<file path="config.mk">
export PLATFORM = sky130hd
export DESIGN_NAME = sqp
export DESIGN_NICKNAME = d
export VERILOG_FILES = /design/src/rtl/sqg_pkg.sv /design/src/rtl/sqp_addr_gen.sv /design/src/rtl/sqp.sv
export SDC_FILE = /design/constraint.sdc
export NUM_CORES = 1
export LEC_CHECK = 0
export CORE_ASPECT_RATIO = 1.4
export CORE_MARGIN = 4
export CORE_UTILIZATION = 40
export DETAILED_ROUTE_END_ITERATION = 8
export GPL_TIMING_DRIVEN = 1
export MAX_ROUTING_LAYER = met4
export PLACE_DENSITY = 0.73
export SLEW_MARGIN = 20
export SYNTH_ARGS = -nofsm -noshare
export SYNTH_HDL_FRONTEND = slang
export SYNTH_SLANG_ARGS = --single-unit
</file>
<file path="constraint.sdc">
create_clock -name CLK -period 1.39 [get_ports CLK]
set_input_delay 0.278 -clock CLK [delete_from_list [all_inputs] [get_ports CLK]]
set_output_delay 0.278 -clock CLK [all_outputs]
set_load 0.005 [all_outputs]
</file>
<file path="src/rtl/sqg_pkg.sv">
// Shared definitions for the 2x2 grid-transfer blocks (restriction and prolongation).
// Holds the state encoding, data width and grid-geometry helpers.
package sqg_pkg;

    localparam int DATA_W = 8;

    typedef enum logic [1:0] {
        IDLE  = 2'd0,
        PRIME = 2'd1,
        WRITE = 2'd2,
        DONE  = 2'd3
    } sqg_state_e;

    function automatic int coarse_side(input int box_idx);
        return 1 << (box_idx - 1);
    endfunction

    function automatic int coarse_aw(input int box_idx);
        return 2 * (box_idx - 1);
    endfunction

    function automatic int fine_aw(input int box_idx);
        return 2 * box_idx;
    endfunction

endpackage

</file>
<file path="src/rtl/sqp_addr_gen.sv">
// Coarse/fine address generator for the prolongation engine.
// Walks cx (fastest) and cy with a 2-bit phase selecting the fine cell of each 2x2 block.
module sqp_addr_gen
    import sqg_pkg::*;
#(
    parameter int BOX_IDX = 3
) (
    input  logic                          clk,
    input  logic                          rst,
    input  logic                          clr,
    input  logic                          adv,
    output logic [1:0]                    phase,
    output logic [coarse_aw(BOX_IDX)-1:0] rd_addr,
    output logic [fine_aw(BOX_IDX)-1:0]   wr_addr,
    output logic                          last_cell
);

    localparam int CW = BOX_IDX - 1;
    localparam logic [CW-1:0] C_MAX = CW'(coarse_side(BOX_IDX) - 1);

    logic [CW-1:0] cx;
    logic [CW-1:0] cy;
    logic [CW-1:0] cx_nxt;
    logic [CW-1:0] cy_nxt;
    logic          row_end;

    assign row_end   = (cx == C_MAX);
    assign cx_nxt    = cx + 1'b1;
    assign cy_nxt    = row_end ? cy + 1'b1 : cy;
    assign last_cell = row_end && (cy == C_MAX) && (phase == 2'd3);

    always_ff @(posedge clk or posedge rst) begin
        if (rst) begin
            cx    <= '0;
            cy    <= '0;
            phase <= 2'd0;
        end else if (clr) begin
            cx    <= '0;
            cy    <= '0;
            phase <= 2'd0;
        end else if (adv) begin
            phase <= phase + 2'd1;
            if (phase == 2'd3) begin
                cx <= cx_nxt;
                cy <= cy_nxt;
            end
        end
    end

    // Phase 3 looks ahead one cell so the RAM data lands exactly on the next phase 0.
    assign rd_addr = (phase == 2'd3) ? {cx_nxt, cy_nxt} : {cx, cy};
    assign wr_addr = {cx, phase[0], cy, phase[1]};

endmodule

</file>
<file path="src/rtl/sqp.sv">
// Prolongation engine: copies each coarse cell, right-shifted by SCALE_SHIFT,
// into the four fine cells of its 2x2 block. Coarse RAM has one cycle of read latency.
//
//   state | meaning
//   IDLE  | waiting for start, outputs quiet
//   PRIME | first coarse address presented, data not yet back
//   WRITE | four fine writes per coarse cell (phase 0..3)
//   DONE  | one-cycle completion pulse
module sqp
    import sqg_pkg::*;
#(
    parameter int BOX_IDX     = 3,
    parameter int SCALE_SHIFT = 0
) (
    input  logic                          CLK,
    input  logic                          RST,
    input  logic                          BC_mode,
    input  logic                          start,
    input  logic [DATA_W-1:0]             x,
    output logic [coarse_aw(BOX_IDX)-1:0] rd_addr,
    output logic [fine_aw(BOX_IDX)-1:0]   wr_addr,
    output logic                          wen,
    output logic [DATA_W-1:0]             y,
    output logic                          busy,
    output logic                          done
);

    localparam logic [1:0] S_IDLE  = IDLE;
    localparam logic [1:0] S_PRIME = PRIME;
    localparam logic [1:0] S_WRITE = WRITE;
    localparam logic [1:0] S_DONE  = DONE;

    logic [1:0]        state;
    logic [1:0]        state_nxt;
    logic [DATA_W-1:0] hold;
    logic [DATA_W-1:0] src;
    logic [1:0]        phase;
    logic              last_cell;

    sqp_addr_gen #(
        .BOX_IDX (BOX_IDX)
    ) u_addr_gen (
        .clk       (CLK),
        .rst       (RST),
        .clr       (BC_mode),
        .adv       (state == S_WRITE),
        .phase     (phase),
        .rd_addr   (rd_addr),
        .wr_addr   (wr_addr),
        .last_cell (last_cell)
    );

    always_comb begin
        state_nxt = state;
        case (state)
            S_IDLE:  if (start) state_nxt = S_PRIME;
            S_PRIME: state_nxt = S_WRITE;
            S_WRITE: if (last_cell) state_nxt = S_DONE;
            S_DONE:  state_nxt = S_IDLE;
            default: state_nxt = S_IDLE;
        endcase
    end

    always_ff @(posedge CLK or posedge RST) begin
        if (RST) begin
            state <= S_IDLE;
            hold  <= '0;
        end else if (BC_mode) begin
            state <= S_IDLE;
            hold  <= '0;
        end else begin
            state <= state_nxt;
            if (state == S_WRITE && phase == 2'd0) hold <= x;
        end
    end

    // Phase 0 uses the RAM data as it arrives; later phases replay the captured copy.
    assign src  = (phase == 2'd0) ? x : hold;
    assign y    = (state == S_WRITE) ? (src >> SCALE_SHIFT) : '0;
    assign wen  = (state == S_WRITE);
    assign busy = (state == S_PRIME) || (state == S_WRITE);
    assign done = (state == S_DONE);

endmodule

</file>
# == After elaboration in Yosys (flattened, before gate mapping) ==
# Cells that the tools add are included.
# word_totals
register_bits,16
latchBits,0
mem_bits_rw,0
mem_bits_ro,0
output_inout_bits,21
word_cells,45
n_memories,0
# classes
add_sub_neg,3
mul,0
div_mod_pow,0
order_cmp,0
n_eq_ne,8
n_shift,0
mux,18
bitwise,0
n_reduce_logical,11
# ops
operator,count
8-bit two-way mux,4
2-bit two-way mux,12
2-bit equality test (second input constant),5
2-bit one-hot mux with 4 select lines,1
2-bit by 1-bit adder with 2-bit output (second input constant),3
2-bit nonzero test,3
2-bit logical NOT,2
4-bit two-way mux,1
2-bit AND reduction,2
1-bit logical AND,3
3-bit by 2-bit != test with 1-bit output (second input constant),1
3-bit != test (second input constant),1
2-bit by 1-bit equality test with 1-bit output (second input constant),1
1-bit logical OR,1

# == Longest topological paths before layout ==
# logic_depth
word_depth,6
depth_mapped,7

# == By module ==
# Synthesis repeated with hierarchy kept, for this count alone.
# unflattened
cells_unflattened,119
area_unflattened_um2,1073.5
# modules_own_cells
mod,instances,cells_each,area_per_inst_um2
sqp,1,82,664.4
sqp_addr_gen,1,37,409.1

# == Least setup slack after synthesis ==
# OpenSTA, ideal clock, no wires.
# synth_path
path_kind,reg-to-output
start,register u_addr_gen.phase[1]
end,output rd_addr[1]
arrival_time_ns,1.167
required_time_ns,1.112
slack_ns,-0.055
path_stages_with_launch,5
path_buffers,1
cell_sequence,dfrtp_1 > ha_1 > buf_4 > nand2_1 > mux2_1
# synth_between
elab_chain_len,2
# synth_lines
item,line,rtl
"start, declared",sqp_addr_gen.sv:12,"output logic [1:0] phase,"
"start signal, assigned",sqp_addr_gen.sv:42,phase <= phase + 2'd1;
2-bit equality test,sqp_addr_gen.sv:51,"assign rd_addr = (phase == 2'd3) ? {cx_nxt, cy_nxt} : {cx, cy};"
4-bit two-way mux,sqp_addr_gen.sv:51,
"end, declared",sqp.sv:20,"output logic [coarse_aw(BOX_IDX)-1:0] rd_addr,"
# Every way passes these cells.

# == Worst setup path after layout ==
# layout_path
start,register u_addr_gen.phase[0]
end,output y[4]
# layout_between
elab_chain_len,3
# layout_lines
item,line,rtl
2-bit logical NOT,sqp.sv:78,assign src = (phase == 2'd0) ? x : hold;
8-bit two-way mux,sqp.sv:78,
8-bit two-way mux,sqp.sv:79,assign y = (state == S_WRITE) ? (src >> SCALE_SHIFT) : '0;
"end, declared",sqp.sv:23,"output logic [DATA_W-1:0] y,"
# Every way passes these cells.

==> run metrics <==
Design Power 2.46 mW; post-route cell area 0.00186 mm2; H-tree levels 1; top-count cell post-synth dfrtp_1; clk_lat worst skew about 0.31 ns; Layout Skew between 0.01 and 0.015 ns; Slew HR approximately 83%; clock sink total 16; CP Cell Sequence inv_2, ha_4, buf_12, mux2i_1, nor2b_1, buf_2; largest net degree at the start of global routing 17; final hold vios 0; final worst-path cycle share 130%; PwrDens 1320 mW/mm2; Row Count 21; net count after synthesis approximately 120; Via density 5.21; Avg WL per Cell 19.2 um; Residual DRC 0; Least-Margin Pin Slew 0.248 ns; fillers 140; CTS clk-pin slew, worst paths between 0.1 and 0.15 ns; number of global-route vias before repair 1,140; Final setup viols 18; Hold Slack around 0.29 ns; crit path DAT roughly 1.5 ns; Critical Path Source Type flop; Routed WL a little under 4000 um; post-synth cell types 19; non-filler instance count after layout 205; via count about 1,100; crit-path max FO 8; Post-synth ARST share 100%; TritonRoute pass-1 iters 5; Hold WC Path Type in2async; Pleak 0.933 nW; Synth-to-Final Area Change 87.4%; CTS root buffer clkbuf_4; GRT Util Overall 23.5%; die area between 0.003 and 0.004 mm2; dpl hpwl 1810 um; Compound-Gate Fraction of Synth Area under 10%; Post-Syn Instances roughly 110; slowest cell on the critical path dfrtp_2; largest family of logic cells by synthesized area simple AND/OR/NAND/NOR gates; max_cap viols 0; hold_buf cts 0; first-pass GRT wire length 5660 um; register bit total from synthesis 16; critical path type reg2out; Synth Area in Simple Gates 19.9%; average cell area after synthesis about 9.5 um2; EDFF count, synth 0; Initial DRC Count 38; ys flop type dfrtp_1; setup repair after global routing missed its margin yes; Placed Instance Area around 0.0015 mm2; leading post-synthesis cells by cell area dfrtp_1 40%, mux2i_1 11%, ha_1 8.8%; Final Max Tran Viols 0; Setup TNS -5.43 ns; I/O pins 33; Commonest cells post-synth 16 x dfrtp_1, 11 x mux2i_1, 11 x nand2_1, 11 x nand3_1; post-place setup slack -0.455 ns; TritonCTS Buffers 3; Peak Freq 554 MHz; Yosys Warn Count 0; CP endpoint kind output port; die height 67.0 um; CTS tree built; Synth Area in XOR/XNOR 4.41%; antenna viol nets, final 0; dpl cells 185; layout cells sized above 1 53.2%; Initial Utilization about two fifths; GP Congestion ~0.73; IO Port Bufs 32; Seq/Total Area, Yosys 40.3%; Worst Path Required 1.11 ns; status finished with violations; worst vdd ir 0.826 mV; CORE AREA 0.00239 mm2; total gr overflow 0; Yosys top cell area share between 40% and 50%; Final Critical Period 1.81 ns; post-synthesis adder-cell area fraction between 8 and 9%; Antenna diodes 0; slowest cell delay on critical path approximately 0.45 ns; mux contribution to synthesized area 14.5%; initial antenna violation count 0; cell area after synthesis just under 0.001 mm2; Die Wd 50.1 um; Synth area leader dfrtp_1; final worst slack -0.416 ns; CTS max path bufs 2; Finished Core Util 77.9%; failing checks negative setup slack; final net count 191
[final timing paths]
kind	cells after the start	to	from	slack, ns
min in group CLK	2	hold[0]	hold[0]	0.53
min	3	hold[6]	RST	0.29
max reg2reg	7	state[0]	state[1]	-0.19
max in group asynchronous	3	u_addr_gen.phase[0]	RST	0.88
min reg2reg	2	hold[0]	hold[0]	0.53
max	6	y[4]	u_addr_gen.phase[0]	-0.42
[what timing repair did]
item	in CTS	in global routing
setup buffers	14	8
resized for setup	120	29
pin swaps	8	10
hold endpoints to repair	0	0
endpoints found under the setup margin	24	37
cloned	2	0
[worst max-delay path: cells and delay by family (launching register included)]
kind	cells	cell delay, ns
adders and majority gates	1	0.15
buffers and inverters	3	0.34
DFF	1	0.45
muxes	1	0.20
and+or+nand+nor	1	0.08
[routing by layer]
layer | vias up | global-route usage [%] | wire [um]
met2 | 41 | 41.5 | 2100
met5 | - | - | 0
met3 | 15 | 4.03 | 193
li1 | 480 | - | -
met4 | 0 | 13.5 | 138
met1 | 533 | 24.2 | 1510
[registers in the layout (all words and copies together), names as in the netlist]
| name | count |
|---|---|
| hold | 8 |
| state | 2 |
| u_addr_gen.cx | 2 |
| u_addr_gen.phase | 2 |
| u_addr_gen.cy | 2 |
[power breakdown]
part / internal [mW] / total [mW] / switching [mW]
Sequential: 0.534 / 0.591 / 0.0571
Clock: 0.160 / 0.330 / 0.170
Combinational: 0.870 / 1.54 / 0.667
[cells in the final DEF (no fill, tap or decap), types with 2 or more instances in the layout]
| master | netlist | final |
|---|---|---|
| buf_6 | 1 | 24 |
| buf_4 | 3 | 18 |
| dfrtp_1 | 16 | 13 |
| clkdlybuf4s50_1 | 0 | 11 |
| mux2i_1 | 11 | 10 |
| buf_2 | 2 | 10 |
| nand2_1 | 11 | 9 |
| nand3_1 | 11 | 8 |
| nor2b_1 | 9 | 8 |
| nor2_1 | 7 | 7 |
| ha_4 | 0 | 6 |
| a21oi_1 | 9 | 5 |
| a21oi_2 | 1 | 4 |
| inv_2 | 0 | 3 |
| mux2_4 | 0 | 3 |
| clkbuf_4 | 0 | 3 |
| dfrtp_2 | 0 | 3 |
| nand3_4 | 0 | 2 |
| nand2_4 | 0 | 2 |
| xor2_1 | 3 | 2 |
| nand2b_1 | 2 | 2 |
| clkbuf_2 | 0 | 2 |
[final cells by class]
class                           instances  area [um2]  share of cell area, %
Sequential cell                        16         404                   21.7
Timing Repair Buffer                   69         642                   34.5
Multi-Input combinational cell         77         716                   38.4
Clock buffer                            4        36.3                   1.95
Tap cell                               34        42.5                   2.28
Inverter                                5        21.3                   1.14
[logic make-up (layout without fill, tap and decap cells)]
logic type / after synthesis / count (layout)
adder cells (fa/ha/maj): 7 / 7
XOR/XNOR: 5 / 5
AND/OR/NAND/NOR: 41 / 41
AO/OA/AOI/OAI: 10 / 10
flip-flops: 16 / 16
multiplexers: 14 / 14
buffers and inverters: 12 / 78
(Power assumes the default switching activity.)
==> variant, RTL diff (same flow settings) <==
`BOX_IDX` is set to 3 in 2 places; all go to 6.
--- a/src/rtl/sqp_addr_gen.sv
+++ b/src/rtl/sqp_addr_gen.sv
@@ -5,3 +5,3 @@
 #(
-    parameter int BOX_IDX = 3
+    parameter int BOX_IDX = 6
 ) (
--- a/src/rtl/sqp.sv
+++ b/src/rtl/sqp.sv
@@ -11,3 +11,3 @@
 #(
-    parameter int BOX_IDX     = 3,
+    parameter int BOX_IDX     = 6,
     parameter int SCALE_SHIFT = 0
Interface: changed (resized rd_addr and wr_addr); port bits go from 33 to 45. The function was not compared with the original's and may differ.
==> variant against the unedited design <==
The run still ends with negative setup slack left. First-iteration DRC count shrank 7.9%. Die area grew 32%. Sequential cell count grew 6. Setup slack lost 0.20 ns. Routed wire length grew 39%. Core utilization grew 6.4 points. Count of clock-buffer cells in the layout shrank 1. Area after synthesis grew 37%. Total power grew 16%. Via count grew 45%. Final area grew 44%. Critical path depth is the same. Combinational power shrank 3%. Largest cell class unchanged.
==> variant: results (changes against the unedited design) <==
violated checks negative setup slack; setup slack, reg-to-reg -0.42 ns (-0.23 ns); clock latency of the later-clocked register in the worst-skew pair 0.26 ns (-0.05 ns); Clock Power Share 21.2% (+7.8 points); status complete, but fails checks; setup slack after layout -0.616 ns (-0.200 ns); post-detailed-placement half-perimeter wirelength 3.05 mm (+68%); gp weighted congestion 0.787 (+8.0%); maximum VDD drop 0.00130 V (+57%); number of inserted filler cells in the final layout 168 (+20%); Placed Instance Area 0.00216 mm2 (+46%); number of library cell types mapped by synthesis 23 (+4); met1 global-route usage 21.7% (-2.5 points); post-synthesis area per instance 9.34 um2 (-1.3%); ranking of synthesized cells by instance count 22 x sky130_fd_sc_hd__dfrtp_1, 15 x sky130_fd_sc_hd__nand2_1, 13 x sky130_fd_sc_hd__a21oi_1, 13 x sky130_fd_sc_hd__nand3_1, 12 x sky130_fd_sc_hd__mux2i_1; cell types with the largest area share after synthesis sky130_fd_sc_hd__dfrtp_1 40%, sky130_fd_sc_hd__mux2i_1 8.8%, sky130_fd_sc_hd__ha_1 8.3%; # port buffers 44 (+38%); vias in the first global route 1652 (+45%); Pleak 0.00135 uW (+45%); Met2 Routed Length 3.18 mm (+52%); GRT met3 Usage 4.71% (+0.68 points); crit path to rd_addr[1]; wire per inst 19.1 um (-0.74%); endpoint of the most critical register-to-register path u_addr_gen.cy[2]; Max Fanout on Critical Path 3 (-5); CTS Root Cell sky130_fd_sc_hd__clkbuf_8; met2 Usage GRT 41.9% (+0.35 points); detailed-routed wire length on met3 188 um (-2.6%); non-filler cells, final 288 (+40%); First-pass DRT Iterations 4 (-1); number of cell instances on the worst register-to-register path 8 (+1); DRT met1 WL 2.00 mm (+33%); Seq pwr share 26.3% (+2.2 points); setup violation total in the final timing report 35 (+17); detailed router's first-iteration violation count 35 (-7.9%); clock slew at reported path FFs 0.08 ns (-0.03 ns)
[variant: changes by cell type after synthesis, sizes merged, moves of 3 or more]
cell	unedited run	this run
nand4	0	3
a21oi	10	13
nand2	12	16
nor2	7	11
dfrtp	16	22
xnor2	2	6
[variant: cell type report]
type	count	area share [%]
sequential	22	20.6
clock buffer	3	1.54
timing repair buffer	106	36.1
clock inverter	1	1.12
tap	39	1.82
multi-input combinational	111	37.8
inverter	6	1.03
[variant: timing repair]
action	4_1_cts	5_1_grt
buffers inserted	21	13
gates resized for setup	137	52
pin swaps	27	21
endpoints found under the setup margin	53	48
hold buffers	0	0
cloned	0	1
[variant: cells by family (layout without fill, tap and decap cells)]
family                   count (synthesis)  count (layout)  share of synthesized area, %
adder cells (fa/ha/maj)                  9               9                          8.26
buffers and inverters                   13             116                          4.77
multiplexers                            17              17                          12.9
XOR/XNOR                                11              11                          7.06
AND/OR/NAND/NOR                         59              59                          21.1
AO/OA/AOI/OAI                           15              15                          5.50
flip-flops                              22              22                          40.4
